[src/rtl/aes_sub_bytes_scheduler_if.sv]
// aes_sub_bytes_scheduler_if: block/key request and result handshakes plus the shared S-box slice.
`ifndef AES_BLOCK_SIZE
`define AES_BLOCK_SIZE 128
`endif
interface aes_sub_bytes_scheduler_if;
    logic                       block_valid;
    logic                       block_ready;
    logic                       block_encrypt;
    logic [`AES_BLOCK_SIZE-1:0] block_in;
    logic                       block_out_valid;
    logic                       block_out_ready;
    logic [`AES_BLOCK_SIZE-1:0] block_out;
    logic                       key_valid;
    logic                       key_ready;
    logic [31:0]                key_word;
    logic                       key_out_valid;
    logic                       key_out_ready;
    logic [31:0]                key_out;
    logic                       slice_encrypt;
    logic [31:0]                slice_input;
    logic [31:0]                slice_output;
    modport master (
        output block_valid, block_encrypt, block_in, block_out_ready,
        output key_valid, key_word, key_out_ready, slice_output,
        input  block_ready, block_out_valid, block_out,
        input  key_ready, key_out_valid, key_out, slice_encrypt, slice_input
    );
    modport slave (
        input  block_valid, block_encrypt, block_in, block_out_ready,
        input  key_valid, key_word, key_out_ready, slice_output,
        output block_ready, block_out_valid, block_out,
        output key_ready, key_out_valid, key_out, slice_encrypt, slice_input
    );
endinterface

[src/rtl/aes_sub_bytes_scheduler.sv]
// aes_sub_bytes_scheduler: time-shares one 32-bit S-box slice between block SubBytes and key SubWord jobs.
`ifndef AES_BLOCK_SIZE
`define AES_BLOCK_SIZE 128
`endif
module aes_sub_bytes_scheduler #(
    parameter bit KEY_PRIORITY = 1'b0
) (
    input logic clk,
    input logic rst,
    aes_sub_bytes_scheduler_if.slave bus
);
    typedef enum logic [2:0] {IDLE, BLOCK, KEY, BLOCK_OUT, KEY_OUT} state_t;
    state_t                     state, state_n;
    logic [1:0]                 cnt;
    logic                       last_key;
    logic                       enc;
    logic [`AES_BLOCK_SIZE-1:0] blk;
    logic [`AES_BLOCK_SIZE-1:0] res;
    logic [31:0]                kw;
    logic [31:0]                kres;
    logic                       idle, block_rdy, key_rdy, block_acc, key_acc;
    // Each ready looks only at the other side's valid; ties resolve by last grant or key priority.
    always_comb begin
        idle      = state == IDLE && !rst;
        block_rdy = idle && (!bus.key_valid || (!KEY_PRIORITY && last_key));
        key_rdy   = idle && (!bus.block_valid || KEY_PRIORITY || !last_key);
        block_acc = bus.block_valid && block_rdy;
        key_acc   = bus.key_valid && key_rdy;
    end
    always_comb begin
        state_n = state;
        case (state)
            IDLE:      state_n = block_acc ? BLOCK : key_acc ? KEY : IDLE;
            BLOCK:     state_n = cnt == 2'd3 ? BLOCK_OUT : BLOCK;
            KEY:       state_n = KEY_OUT;
            BLOCK_OUT: state_n = bus.block_out_ready ? IDLE : BLOCK_OUT;
            KEY_OUT:   state_n = bus.key_out_ready ? IDLE : KEY_OUT;
            default:   state_n = IDLE;
        endcase
    end
    always_ff @(posedge clk or posedge rst) begin
        if (rst) begin
            state    <= IDLE;
            cnt      <= 2'd0;
            last_key <= 1'b1;
            enc      <= 1'b0;
            blk      <= '0;
            res      <= '0;
            kw       <= '0;
            kres     <= '0;
        end else begin
            state <= state_n;
            if (block_acc) begin
                last_key <= 1'b0;
                enc      <= bus.block_encrypt;
                blk      <= bus.block_in;
                cnt      <= 2'd0;
            end
            if (key_acc) begin
                last_key <= 1'b1;
                kw       <= bus.key_word;
            end
            if (state == BLOCK) begin
                res[32*cnt +: 32] <= bus.slice_output;
                cnt               <= cnt + 2'd1;
            end
            if (state == KEY) kres <= bus.slice_output;
        end
    end
    assign bus.block_ready     = block_rdy;
    assign bus.key_ready       = key_rdy;
    assign bus.block_out_valid = state == BLOCK_OUT;
    assign bus.key_out_valid   = state == KEY_OUT;
    assign bus.block_out       = res;
    assign bus.key_out         = kres;
    assign bus.slice_encrypt   = state == BLOCK ? enc : state == KEY;
    assign bus.slice_input     = state == BLOCK ? blk[32*cnt +: 32] : state == KEY ? kw : 32'd0;
endmodule

[src/flat_wrapper.sv]
// flat-port wrapper written by rule: the top's interface ports become plain ports
module aes_sub_bytes_scheduler_flat 
#(
    parameter bit KEY_PRIORITY = 1'b0
)
  (clk, rst, bus_block_valid, bus_block_encrypt, bus_block_in, bus_block_out_ready, bus_key_valid, bus_key_word, bus_key_out_ready, bus_slice_output, bus_block_ready, bus_block_out_valid, bus_block_out, bus_key_ready, bus_key_out_valid, bus_key_out, bus_slice_encrypt, bus_slice_input);
  aes_sub_bytes_scheduler_if bus_i ();
  input logic clk;
  input logic rst;
  input wire logic [$bits(bus_i.block_valid)-1:0] bus_block_valid;
  input wire logic [$bits(bus_i.block_encrypt)-1:0] bus_block_encrypt;
  input wire logic [$bits(bus_i.block_in)-1:0] bus_block_in;
  input wire logic [$bits(bus_i.block_out_ready)-1:0] bus_block_out_ready;
  input wire logic [$bits(bus_i.key_valid)-1:0] bus_key_valid;
  input wire logic [$bits(bus_i.key_word)-1:0] bus_key_word;
  input wire logic [$bits(bus_i.key_out_ready)-1:0] bus_key_out_ready;
  input wire logic [$bits(bus_i.slice_output)-1:0] bus_slice_output;
  output wire logic [$bits(bus_i.block_ready)-1:0] bus_block_ready;
  output wire logic [$bits(bus_i.block_out_valid)-1:0] bus_block_out_valid;
  output wire logic [$bits(bus_i.block_out)-1:0] bus_block_out;
  output wire logic [$bits(bus_i.key_ready)-1:0] bus_key_ready;
  output wire logic [$bits(bus_i.key_out_valid)-1:0] bus_key_out_valid;
  output wire logic [$bits(bus_i.key_out)-1:0] bus_key_out;
  output wire logic [$bits(bus_i.slice_encrypt)-1:0] bus_slice_encrypt;
  output wire logic [$bits(bus_i.slice_input)-1:0] bus_slice_input;
  assign bus_i.block_valid = bus_block_valid;
  assign bus_i.block_encrypt = bus_block_encrypt;
  assign bus_i.block_in = bus_block_in;
  assign bus_i.block_out_ready = bus_block_out_ready;
  assign bus_i.key_valid = bus_key_valid;
  assign bus_i.key_word = bus_key_word;
  assign bus_i.key_out_ready = bus_key_out_ready;
  assign bus_i.slice_output = bus_slice_output;
  assign bus_block_ready = bus_i.block_ready;
  assign bus_block_out_valid = bus_i.block_out_valid;
  assign bus_block_out = bus_i.block_out;
  assign bus_key_ready = bus_i.key_ready;
  assign bus_key_out_valid = bus_i.key_out_valid;
  assign bus_key_out = bus_i.key_out;
  assign bus_slice_encrypt = bus_i.slice_encrypt;
  assign bus_slice_input = bus_i.slice_input;
  aes_sub_bytes_scheduler #(.KEY_PRIORITY(KEY_PRIORITY)) u_core (.clk(clk), .rst(rst), .bus(bus_i));
endmodule
[config.mk]
export PLATFORM = sky130hd
export DESIGN_NAME = aes_sub_bytes_scheduler_flat
export DESIGN_NICKNAME = d
export VERILOG_FILES = /design/src/rtl/aes_sub_bytes_scheduler_if.sv /design/src/rtl/aes_sub_bytes_scheduler.sv /design/src/flat_wrapper.sv
export SDC_FILE = /design/constraint.sdc
export NUM_CORES = 1
export LEC_CHECK = 0
export ABC_AREA = 0
export CORE_ASPECT_RATIO = 1.25
export CORE_MARGIN = 5
export CORE_UTILIZATION = 48
export DETAILED_ROUTE_END_ITERATION = 8
export GPL_ROUTABILITY_DRIVEN = 0
export GPL_TIMING_DRIVEN = 0
export HOLD_SLACK_MARGIN = 0.08
export PLACE_DENSITY = 0.89
export SLEW_MARGIN = 20
export SYNTH_ARGS = -nofsm -noshare
export SYNTH_HDL_FRONTEND = slang
export SYNTH_SLANG_ARGS = --single-unit
[constraint.sdc]
create_clock -name clk -period 13.3 [get_ports clk]
set_input_delay 2.66 -clock clk [delete_from_list [all_inputs] [get_ports clk]]
set_output_delay 2.66 -clock clk [all_outputs]
set_load 0.01 [all_outputs]
==> run metrics, run 1 <==
outcome finished clean; slowest stage delay, CP 0.59 ns; # clock sinks between 300 and 400; Root Buffer clkbuf_16; num rows 70; routed length per placed instance ~22 um; first-pass GRT wire length slightly below 70 mm; Die Y slightly above 200 um; Die W between 150 and 200 um; Tmin final ~7 ns; Post-layout nets 1,732; WHS ~0.48 ns; fin. max-slew vios 0; CP endpoint kind output port; Post-CTS Resized 0; Mean Syn Cell Area 12.8 sq um; via count 10,700; hold_buf cts 0; worst path arrival time approximately 4.3 ns; Setup Fix Bufs, Post-CTS 0; worst min-delay path class flop to flop; Critical Path Slowest Stage Cell clkdlybuf4s50_1; TritonCTS Buffers 34; hold depth 2; pin count of the biggest net entering global routing between 100 and 150; MaxCap Viol Count 0; final hold vios 0; die area 32,800 sq um; Setup Skew about 0.014 ns; final wirelength about 43 mm; CP startpoint kind input port; number of synthesized flops with an enable pin 0; Buffers & Inverters on Critical Path 2; Overall Power roughly 5.0 mW; H-Tree Depth 2; cells after synthesis 1,094; Post-DP HPWL between 30 and 40 mm; Synthesized Nets between 1,000 and 1,500; initial DRC count just under 700; Setup violations, final 0; vias per cell approximately 5.5; residual overflow from global routing 0; Layout area overhead 40.5%; Yosys reg bits roughly 330; synth unique cells 39; Peak VDD IR about 0.14 mV; WS Path Type input port to output port; gr usage total about a quarter; crit-path cells clkdlybuf4s50_1 -> nor4_4 -> and2_1 -> clkdlybuf4s50_1; CP Max Fanout 5; mapped cell area 14,000 sq um; reg2reg path depth 7; Core Footprint slightly below 30,000 sq um; Initial Util roughly half; I/O Pins around 400; sequential element share of the synthesized area between 50% and 60%; vias in the first global route 11,900; CTS tree done; unrepaired setup endpoints after global routing no; Worst path depth 4; period utilization a little over half; Post-route DRC 0; antenna-violating nets left 0; IO Port Bufs slightly below 400; Async SR Flop Fraction 100%; Power Dens Cells between 200 and 300 nW/um^2; share of layout cells above drive strength 1 18.2%; drt pass-1 iters 5; Synth warnings 0; CP most frequent cell clkdlybuf4s50_1; Crit path required time ~11 ns; Synth Flop Type dfrtp_1; Clock Pin Slew Worst Setup and Hold Paths approximately 0.060 ns; CTS Buffer Depth 3; Largest delay share family, worst path buffers and inverters; Worst Tran Pin Value between 1 and 1.5 ns; initial antenna violation count 5; clk_lat worst skew slightly above 0.5 ns; P_leak 8.65 nW; fmax about 140 MHz; Slew headroom about 23%
-- cell families after synthesis --
group / synth area share (%)
buf+inv: 3.68
compound gates: 8.80
simple gates: 6.87
flops: 58.3
mux: 21.9
fa+ha+maj: 0.446
-- synthesized netlist by cell type, types with 2 or more instances --
library cell,number,area share [%]
nor3b_1,5,0.27
inv_1,4,0.11
buf_1,5,0.13
a21o_1,32,1.7
mux2_4,70,7.5
buf_12,8,1.1
o22ai_1,31,1.4
nand2b_1,3,0.13
mux2_1,7,0.56
buf_4,8,0.43
nor2_1,4,0.11
mux2i_1,64,4.6
dfrtp_1,326,58
clkbuf_1,43,1.1
o21ai_0,98,3.5
ha_1,5,0.45
nand2_1,195,5.2
buf_2,14,0.50
a22o_1,32,2.0
nand4bb_1,5,0.40
mux2_2,116,9.3
and2_1,2,0.089
-- power breakdown --
part	leakage, nW	switching [mW]	internal (mW)
logic	3.99	1.01	1.26
registers	4.09	0.307	1.49
clock network	0.563	0.394	0.571
total	8.65	1.71	3.32
-- routing by layer --
metal	track usage (%)	share of wire [%]	wire length (um)
met1	29.3	36	15600
met2	47.1	52	22700
met3	6.29	7.5	3250
met4	11.3	4.3	1850
met5	0	0	0
-- metrics by stage --
step	util, %	setup WS (ns)	cell area, sq um	setup TNS (ns)	std cells
CTS	67.8	6.34	19700	0	1948
floorplan	-	1.59	14000	0	1094
global route	67.9	6.29	19700	0	1953
detailed placement	63.9	6.34	18600	0	1888
global placement	63.6	-1.93	18500	-620.89	1885
finish	67.9	6.34	19700	0	1953
-- path summary, 6_finish.rpt --
check,endpoint,start,slack (ns)
worst max-delay path,bus_key_ready,rst,6.34
max in group asynchronous,u_core.bus.block_out[101],rst,9.43
min in group asynchronous,u_core.state[1],rst,2.63
worst min-delay path,u_core.bus.block_out[127],u_core.bus.block_out[127],0.48
worst max register to register,u_core.bus.block_out[83],u_core.cnt[0],10.44
worst min register to register,u_core.bus.block_out[127],u_core.bus.block_out[127],0.48
-- sequential cells by signal, summed over array words and instances, names as in the netlist --
name                  flops
u_core.blk              128
u_core.bus.block_out    128
u_core.bus.key_out       32
u_core.kw                32
u_core.state              3
u_core.cnt                2
u_core.enc                1
u_core.last_key           1
-- cell type report --
type / instances / area [sq um]
antenna: 5 / 12.5
sequential: 327 / 8180
fill: 2016 / 9350
clock inverter: 9 / 80.1
buffer: 81 / 502
inverter: 4 / 22.5
tap: 396 / 495
multi-input combinational: 682 / 5340
timing repair buffer: 398 / 4040
clock buffer: 51 / 1060
-- worst reg2reg max path, delay by kind of cell (launching register included) --
kind	cells	cell delay (ns)
compound gates	1	0.18
fa+ha+maj	1	0.37
buf+inv	3	0.78
flops	1	0.38
simple gates	2	1.07
-- cells in the final DEF, fill, tap and decap left out, types with 14 or more instances in the layout --
cell type | Yosys | layout
o21ai_0 | 98 | 98
dfrtp_1 | 326 | 326
mux2_2 | 116 | 116
mux2_4 | 70 | 70
clkdlybuf4s50_1 | 0 | 395
clkbuf_1 | 43 | 49
buf_2 | 14 | 14
clkbuf_16 | 0 | 37
nand2_1 | 195 | 195
a21o_1 | 32 | 32
mux2i_1 | 64 | 64
o22ai_1 | 31 | 31
a22o_1 | 32 | 32
No activity file was read; power rests on OpenSTA's default activity.
==> run 2: changes to the inputs <==
==> constraint.sdc (replaced) <==
create_clock -name clk -period 7.3 [get_ports clk]
set_input_delay 1.46 -clock clk [delete_from_list [all_inputs] [get_ports clk]]
set_output_delay 1.46 -clock clk [all_outputs]
set_load 0.01 [all_outputs]
==> run metrics, run 2 (synthesis gave the netlist of run 1 again) <==
WS Path Type flop to output port (was input port to output port); hold depth 2 (unchanged); share of layout cells above drive strength 1 18.8% (was 18.2%); Hold Crit Start u_core.bus.block_out[74] (was u_core.bus.block_out[127]); fin. max-slew vios 0 (unchanged); routed length per placed instance 22.6 um (was 22.2 um); crit-path cells buf_2 -> buf_4 -> buf_1 -> mux2i_1 -> o22ai_1 -> a21o_1 -> clkdlybuf4s50_1 (was clkdlybuf4s50_1 -> nor4_4 -> and2_1 -> clkdlybuf4s50_1); initial DRC count 566 (was 686); Reg-to-Reg Start u_core.cnt[0] (unchanged); final instance count without filler cells 1,960 (was 1,953); pin count of the biggest net entering global routing 36 (was 106); CP startpoint kind flop (was input port); TritonCTS Buffers 34 (unchanged); drt pass-1 iters 7 (was 5); most frequent cells in the layout 395 x clkdlybuf4s50_1, 326 x dfrtp_1, 195 x nand2_1 (unchanged); Initial Util 48.3% (unchanged); Die W 163 um (unchanged); Clock Pin Slew Worst Setup and Hold Paths 0.06 ns (about the same); Root Buffer clkbuf_16 (unchanged); via count 10,800 (was 10,700); I/O Pins 396 (unchanged); reg2reg path depth 7 (unchanged); period utilization between 60 and 70%; die area 32,800 sq um (unchanged); fmax approximately 210 MHz; Critical path destination bus_slice_input[17] (was bus_key_ready); hold_buf cts 0 (unchanged); num rows 70 (unchanged); Power Dens Cells 470 nW/um^2 (was 255 nW/um^2); Inst Count DP 1,896 (was 1,888); Peak VDD IR 0.354 mV (was 0.135 mV); Critical Path Start u_core.cnt[0] (was rst); Slew headroom 34.0% (was 22.7%); final wirelength 44.3 mm (was 43.4 mm); worst min-delay path class flop to flop (unchanged); Post-route DRC 0 (unchanged); r2r setup slk 4.56 ns (was 10.44 ns); gr usage total 26.6% (was 26.2%); Die Y 201 um (unchanged); Worst Tran Pin Value 0.990 ns (was 1.16 ns); MaxCap Viol Count 0 (unchanged); CTS tree done (unchanged); CP Max Fanout 10 (was 5); residual overflow from global routing 0 (unchanged); Post-CTS Resized 0 (unchanged); CTS Buffer Depth 3 (unchanged); unrepaired setup endpoints after global routing no (unchanged); Tmin final around 4.7 ns; worst path arrival time 3.25 ns (was 4.30 ns); P_leak 8.78 nW (was 8.65 nW); commonest non-fill, non-tap cell in the layout clkdlybuf4s50_1 (unchanged); worst r2r dst u_core.bus.block_out[81] (was u_core.bus.block_out[83]); vias in the first global route 11,700 (was 11,900); Core Footprint 29,100 sq um (unchanged); Post-layout nets 1,740 (was 1,732); Setup violations, final 0 (unchanged); vias per cell 5.50 (was 5.47); Post-DP HPWL 32.9 mm (was 32.0 mm); antenna-violating nets left 0 (unchanged); Critical Path Slowest Stage Cell buf_1 (was clkdlybuf4s50_1); # clock sinks 327 (unchanged); H-Tree Depth 2 (unchanged); initial antenna violation count 3 (was 5); Setup Fix Bufs, Post-CTS 0 (unchanged); Crit path required time 5.84 ns (was 10.64 ns); Overall Power 9.40 mW (was 5.04 mW); outcome finished clean (unchanged); Setup Skew 0.00502 ns (was 0.0138 ns); CP endpoint kind output port (unchanged); IO Port Bufs 395 (unchanged); slowest stage delay, CP 0.75 ns (was 0.59 ns); final hold vios 0 (unchanged); first-pass GRT wire length 68.5 mm (was 67.6 mm); Layout area overhead 42.5% (was 40.5%); clk_lat worst skew 0.51 ns (about the same)
==> run 2: changes by cell type in the layout (fill, tap and decap cells not counted), sizes merged <==
cell	before	now
bufinv	1	8
diode	5	3
buf	40	48
clkinv	7	5
clkbuf	95	90
clkinvlp	1	2
==> run 2: worst max-delay path: cells and delay by family (launching register included) <==
family | cells | cell delay [ns]
muxes | 1 | 0.37
DFF | 1 | 0.38
buffers and inverters | 4 | 1.63
AOI/OAI and AO/OA | 2 | 0.37
==> run 2: power breakdown <==
| part | total [mW] | switching, mW | leakage (nW) | internal (mW) |
|---|---|---|---|---|
| Combinational | 4.17 | 1.86 | 4.06 | 2.30 |
| Sequential | 3.29 | 0.567 | 4.09 | 2.72 |
| Clock | 1.95 | 0.715 | 0.624 | 1.23 |
==> run 2: final cells by class <==
cell class | instances | area, sq um
Antenna cell | 3 | 7.51
Buffer | 81 | 502
Clock buffer | 46 | 987
Clock inverter | 15 | 282
Fill cell | 1983 | 9070
Inverter | 4 | 18.8
Multi-Input combinational cell | 682 | 5340
Sequential cell | 327 | 8180
Tap cell | 396 | 495
Timing Repair Buffer | 406 | 4190
==> run 2: worst min-delay path by stage <==
stage,end,slack [ns]
CTS,u_core.bus.block_out[74],0.48
detailed placement,u_core.bus.block_out[115],0.47
finish,u_core.bus.block_out[74],0.48
global route,u_core.last_key,0.50
global placement,u_core.bus.block_out[11],0.46
floorplan,u_core.blk[110],0.46
==> run 2: layer usage <==
metal	global-route usage, %	share of wire, %
met1	30.2	36
met2	47.4	52
met3	6.49	7.6
met4	11.4	4.4
met5	0	0
==> run 2: stage by stage <==
stage	TNS [ns]	hold WS [ns]	utilization [%]	cell area, sq um	setup WS (ns)
3_3_place_gp	-201.46	0.462	63.6	18500	-0.636
4_1_cts	0	0.484	68.8	20000	2.60
2_1_floorplan	0	0.458	-	14000	1.48
3_5_place_dp	0	0.471	64.4	18700	2.82
6_report	0	0.483	68.8	20000	2.59
5_1_grt	0	0.502	68.8	20000	2.42
